$ cat config.mk
export PLATFORM = sky130hd
export DESIGN_NAME = bomb_keypad_defuser
export DESIGN_NICKNAME = d
export VERILOG_FILES = /design/src/rtl/bomb_keypad_defuser.sv
export SDC_FILE = /design/constraint.sdc
export NUM_CORES = 1
export LEC_CHECK = 0
export CAP_MARGIN = 15
export CORE_UTILIZATION = 40
export CTS_CLUSTER_DIAMETER = 120
export CTS_CLUSTER_SIZE = 16
export DETAILED_ROUTE_END_ITERATION = 10
export PLACE_DENSITY_LB_ADDON = 0.1
export SLEW_MARGIN = 20
export SYNTH_ARGS = -nofsm -noshare
export SYNTH_HDL_FRONTEND = slang
export SYNTH_SLANG_ARGS = --single-unit
$ cat constraint.sdc
create_clock -name clk -period 7.55 [get_ports clk]
set_input_delay 2.265 -clock clk [delete_from_list [all_inputs] [get_ports clk]]
set_output_delay 2.265 -clock clk [all_outputs]
set_load 0.05 [all_outputs]
$ cat src/rtl/bomb_keypad_defuser.sv
// 4x4 active-low keypad scanner with frame debounce and a 4-digit defuse-code checker.
// Reports defused / wrong / lockout status and honours the fuse fail flag.
module bomb_keypad_defuser #(
    parameter int unsigned SCAN_DIV  = 4,
    parameter int unsigned DEBOUNCE  = 2,
    parameter logic [15:0] CODE      = 16'h1234,
    parameter int unsigned MAX_TRIES = 3
) (
    input  logic       clk,
    input  logic       rst,
    input  logic       start,
    input  logic       fail_in,
    input  logic [3:0] row,
    output logic [3:0] col,
    output logic       key_valid,
    output logic [3:0] key_code,
    output logic [2:0] digits,
    output logic       wrong,
    output logic [2:0] tries,
    output logic       defused,
    output logic       locked
);
    localparam int unsigned    DivW      = (SCAN_DIV > 1) ? $clog2(SCAN_DIV) : 1;
    localparam logic [DivW-1:0] DivLast  = DivW'(SCAN_DIV - 1);
    localparam logic [3:0]     DebTarget = 4'(DEBOUNCE);
    localparam logic [2:0]     TriesMax  = 3'(MAX_TRIES);

    typedef enum logic [2:0] {StIdle, StEnter, StCheck, StDefused, StLocked} state_e;

    logic [DivW-1:0] div_q;
    logic [1:0]      col_idx_q;
    logic [1:0]      lows_q;      // 0, 1 or 2 (= more than one) low bits this frame
    logic [3:0]      key_q;
    logic [4:0]      prev_q;      // {is_key, code}; NONE and MULTI both encode as 0
    logic [3:0]      stable_q;
    logic            armed_q;
    logic            key_valid_q;
    logic [3:0]      key_code_q;

    logic       dwell_end;
    logic [2:0] row_lows;
    logic [1:0] row_idx;
    logic [1:0] sample_lows;
    logic [2:0] lows_sum;
    logic [1:0] frame_lows;
    logic [3:0] frame_key;
    logic [4:0] frame_res;
    logic [3:0] stable_nxt;

    state_e      state_q, state_d;
    logic [2:0]  digits_q, digits_d;
    logic [2:0]  tries_q, tries_d;
    logic [15:0] buf_q, buf_d;
    logic        wrong_c;

    assign dwell_end = (div_q == DivLast);
    assign col       = ~(4'b0001 << col_idx_q);

    always_comb begin
        row_lows = 3'd0;
        row_idx  = 2'd0;
        for (int i = 0; i < 4; i++) begin
            if (!row[i]) begin
                row_lows = row_lows + 3'd1;
                row_idx  = i[1:0];
            end
        end
        sample_lows = (row_lows > 3'd1) ? 2'd2 : row_lows[1:0];
        lows_sum    = {1'b0, lows_q} + {1'b0, sample_lows};
        frame_lows  = (lows_sum > 3'd1) ? 2'd2 : lows_sum[1:0];
        frame_key   = (row_lows == 3'd1) ? {col_idx_q, row_idx} : key_q;
        frame_res   = (frame_lows == 2'd1) ? {1'b1, frame_key} : 5'd0;
        if (frame_res == prev_q) begin
            stable_nxt = (stable_q >= DebTarget) ? DebTarget : stable_q + 4'd1;
        end else begin
            stable_nxt = 4'd1;
        end
    end

    always_ff @(posedge clk or posedge rst) begin
        if (rst) begin
            div_q       <= '0;
            col_idx_q   <= 2'd0;
            lows_q      <= 2'd0;
            key_q       <= 4'd0;
            prev_q      <= 5'd0;
            stable_q    <= 4'd0;
            armed_q     <= 1'b0;
            key_valid_q <= 1'b0;
            key_code_q  <= 4'd0;
        end else begin
            key_valid_q <= 1'b0;
            if (dwell_end) begin
                div_q     <= '0;
                col_idx_q <= col_idx_q + 2'd1;
                if (row_lows == 3'd1) begin
                    key_q <= {col_idx_q, row_idx};
                end
                if (col_idx_q == 2'd3) begin
                    lows_q   <= 2'd0;
                    prev_q   <= frame_res;
                    stable_q <= stable_nxt;
                    // A key fires once, then must see a stable release before firing again
                    if (stable_nxt == DebTarget) begin
                        if (frame_res[4]) begin
                            if (armed_q) begin
                                key_valid_q <= 1'b1;
                                key_code_q  <= frame_res[3:0];
                                armed_q     <= 1'b0;
                            end
                        end else begin
                            armed_q <= 1'b1;
                        end
                    end
                end else begin
                    lows_q <= frame_lows;
                end
            end else begin
                div_q <= div_q + 1'b1;
            end
        end
    end

    always_comb begin
        state_d  = state_q;
        digits_d = digits_q;
        tries_d  = tries_q;
        buf_d    = buf_q;
        wrong_c  = 1'b0;
        unique case (state_q)
            StIdle: begin
                digits_d = 3'd0;
                tries_d  = 3'd0;
                buf_d    = 16'd0;
                if (start) state_d = StEnter;
            end
            StEnter: begin
                if (fail_in) begin
                    state_d = StLocked;
                end else if (!start) begin
                    state_d  = StIdle;
                    digits_d = 3'd0;
                    tries_d  = 3'd0;
                    buf_d    = 16'd0;
                end else if (key_valid_q) begin
                    if (key_code_q == 4'hF) begin
                        digits_d = 3'd0;
                    end else begin
                        buf_d    = {buf_q[11:0], key_code_q};
                        digits_d = digits_q + 3'd1;
                        if (digits_q == 3'd3) state_d = StCheck;
                    end
                end
            end
            StCheck: begin
                if (fail_in) begin
                    state_d = StLocked;
                end else if (!start) begin
                    state_d  = StIdle;
                    digits_d = 3'd0;
                    tries_d  = 3'd0;
                    buf_d    = 16'd0;
                end else if (buf_q == CODE) begin
                    state_d = StDefused;
                end else begin
                    wrong_c  = 1'b1;
                    tries_d  = tries_q + 3'd1;
                    digits_d = 3'd0;
                    state_d  = (tries_q + 3'd1 == TriesMax) ? StLocked : StEnter;
                end
            end
            StDefused: state_d = StDefused;
            StLocked:  state_d = StLocked;
            default:   state_d = StIdle;
        endcase
    end

    always_ff @(posedge clk or posedge rst) begin
        if (rst) begin
            state_q  <= StIdle;
            digits_q <= 3'd0;
            tries_q  <= 3'd0;
            buf_q    <= 16'd0;
        end else begin
            state_q  <= state_d;
            digits_q <= digits_d;
            tries_q  <= tries_d;
            buf_q    <= buf_d;
        end
    end

    assign key_valid = key_valid_q;
    assign key_code  = key_code_q;
    assign digits    = digits_q;
    assign tries     = tries_q;
    assign wrong     = wrong_c;
    assign defused   = (state_q == StDefused);
    assign locked    = (state_q == StLocked);

endmodule

==> flow_summary.json <==
{
  "total_power_uw": 806,
  "crit_path_end": "key_code[0]",
  "r2r_slack_ns": 4.83,
  "ir_drop_v": 0.000116,
  "fin_worst_skew_ns": 0.00639,
  "rr_worst_depth": 9,
  "vias": 2146,
  "cts_sinks": 50,
  "wl_microns": 5810,
  "hold_buffers": 0,
  "core_area_sq_mm": 0.00694,
  "async_reset_ff_frac": 1.00,
  "rsz0062_at_grt": "false",
  "io_buffers": 25,
  "cts_tree": "done",
  "ys_warn_count": 0,
  "die_h_microns": 87.7,
  "hold_path.class": "flip-flop to flip-flop",
  "syn_nets": 325,
  "seq_area_frac_synth": 0.426,
  "hold_viol_final": 0,
  "regArea_sq_mm": 0.00125,
  "drc": 0,
  "grt_max_degree": 51,
  "clk_pin_slew_ns": 0.09,
  "dp_hpwl_microns": 4190,
  "cts_resized": 0,
  "final_antenna_net_count": 0,
  "grt_usage": 0.165,
  "r2r_end": "key_code[0]",
  "gp_congestion": 0.858,
  "r2r-start": "lows_q[0]",
  "final_common_cell": "dfrtp_1",
  "diodes": 0,
  "crit_required_ns": 7.74,
  "drive_gt1_frac": 0.109,
  "startpoint": "row[1]",
  "initial_core_util": 0.423,
  "max_clock_freq_mhz": 153,
  "synthesis.area_sq_mm": 0.00294,
  "critPathMaxFanout": 8,
  "htreeDepth": 2,
  "cp-end-kind": "flip-flop",
  "postSynthAreaPerCell_sq_um": 9.76,
  "yosysUniqueCellTypes": 66,
  "syn2layout_area_growth_pct": 14.6,
  "fill_cells": 684,
  "slew_headroom": 0.399,
  "criticalPathCategory": "primary input to flip-flop",
  "finalSetupViolCount": 0,
  "slew_viol_final": 0,
  "avgViaCountPerCell": 5.13,
  "clock_latency_ns": 0.30,
  "final_cell_mix": "dfrtp_1 (50), inv_1 (39), o21ai_0 (32)",
  "cp-start-kind": "primary input",
  "layout.nets": 346,
  "ys_ff_latch": 50,
  "first_pass_iters": 4,
  "row_count": 30,
  "status": "finished clean",
  "first_global_vias": 1924,
  "synth_flop_cell": "dfrtp_1",
  "dieArea_sq_mm": 0.00769,
  "p_leak_nw": 1.49,
  "grt_pass1_wl_microns": 9710,
  "syn_inst": 301,
  "drv_cap": 0,
  "wl_per_cell_microns": 13.9,
  "setup-tns-final_ns": 0,
  "grt_antenna_before_repair": 0,
  "cts_buffers": 5,
  "power.density_mw_per_mm2": 239,
  "post-cts-setup-buffer-count": 0,
  "overflow": 0,
  "io_pins": 26,
  "tightest_slew_ns": 0.902,
  "die_x_microns": 87.7,
  "synth_edf_count": 0,
  "clockRootBuffer": "clkbuf_8",
  "multi_input_area_sq_mm": 0.00148,
  "critPathArrivalTime_ns": 6.75,
  "period_minus_slack_ns": 6.56,
  "timing.final.crit_share": 0.868,
  "cts_buffer_depth": 2,
  "first_iter_violations": 77
}
-- flip-flops by register name, summed over array words and instances, names as in the netlist --
| name | flops |
|---|---|
| key_q | 4 |
| digits | 3 |
| key_code | 4 |
| armed_q | 1 |
| col_idx_q | 2 |
| buf_q | 16 |
| tries | 3 |
| lows_q | 2 |
| key_valid | 1 |
| state_q | 3 |
| div_q | 2 |
| stable_q | 4 |
| prev_q | 5 |
-- worst min path at each step --
stage | start | end | cells past startpoint
after global routing | div_q[0] | div_q[0] | 1
after detailed placement | div_q[0] | div_q[0] | 1
after floorplan | div_q[0] | div_q[0] | 1
final | div_q[0] | div_q[0] | 1
after global placement | div_q[0] | div_q[0] | 1
after CTS | div_q[0] | div_q[0] | 1
-- logic make-up (layout without fill, tap and decap cells) --
logic type / Yosys count / count (layout) / share of synthesized area
buffers and inverters: 51 / 72 / 0.0694
muxes: 10 / 10 / 0.0443
adders and majority gates: 16 / 16 / 0.0707
DFF: 50 / 50 / 0.426
and+or+nand+nor: 101 / 101 / 0.205
xor gates and xnor gates: 5 / 5 / 0.0149
AOI/OAI and AO/OA: 68 / 68 / 0.170
-- worst max-delay path, stage by stage --
cell and delay [ns]:
clkdlybuf4s50_1 0.49, inv_1 0.05, ha_1 0.38, xnor2_1 0.16, ha_1 0.25, or3_4 0.38
and3_4 0.20, nor3_4 0.27, ha_1 0.20, inv_1 0.05, fa_1 0.51, and3_1 0.29
nand3_1 0.10, or3_4 0.34, a32oi_4 0.29, nand4_4 0.18, mux2_4 0.33
-- per-layer routing --
metal	vias to the layer above	GRT usage	wire [microns]
met4	0	0.0373	49
met1	1033	0.223	2860
met2	29	0.264	2730
met5	-	0	0
li1	1080	-	-
met3	4	0.0443	171
-- where the power goes --
group	total [mW]	switching (mW)	internal, mW
clock	0.197	0.0907	0.106
combinational	0.275	0.173	0.102
sequential	0.334	0.0342	0.300
total	0.806	0.298	0.508
-- per-stage QoR --
stage	util	area [sq um]	cells	worst slack (ns)	hold WS, ns
2_1_floorplan	-	2940	301	1.41	0.403
5_1_grt	0.485	3370	418	0.664	0.457
3_5_place_dp	0.469	3260	411	0.681	0.421
4_1_cts	0.485	3370	418	0.997	0.443
3_3_place_gp	0.469	3260	411	0.748	0.419
6_report	0.485	3370	418	0.994	0.444
-- final cells by class --
class / count / share of cell area
multi-input cells: 200 / 0.440
flip-flops and latches: 50 / 0.371
clock inverters: 1 / 0.00891
clock buffers: 6 / 0.0245
inverters: 40 / 0.0449
repair buffers: 25 / 0.0743
well taps: 96 / 0.0356
-- Yosys cell counts, types with 2 or more instances --
| master | n | area, sq um |
|---|---|---|
| ha_1 | 15 | 188 |
| a31oi_1 | 2 | 12.5 |
| and2_1 | 8 | 50.1 |
| mux2_2 | 3 | 33.8 |
| or3_4 | 2 | 22.5 |
| mux2_4 | 5 | 75.1 |
| dfrtp_1 | 50 | 1250 |
| o31ai_1 | 3 | 22.5 |
| o211a_1 | 2 | 20.0 |
| nor2b_1 | 4 | 25.0 |
| nand4_1 | 4 | 25.0 |
| a31oi_2 | 2 | 25.0 |
| nand3_1 | 20 | 100 |
| o22ai_1 | 4 | 25.0 |
| nor4b_1 | 3 | 26.3 |
| o21ai_0 | 32 | 160 |
| a21oi_1 | 5 | 25.0 |
| nand2_1 | 19 | 71.3 |
| a22o_1 | 2 | 17.5 |
| nor3b_1 | 3 | 22.5 |
| clkbuf_1 | 7 | 26.3 |
| or3_1 | 2 | 12.5 |
| xnor2_1 | 4 | 35.0 |
| and3_1 | 4 | 25.0 |
| nor2_1 | 15 | 56.3 |
| inv_1 | 40 | 150 |
| a21o_1 | 2 | 15.0 |
Note: power is estimated with default switching activity, not from simulation.
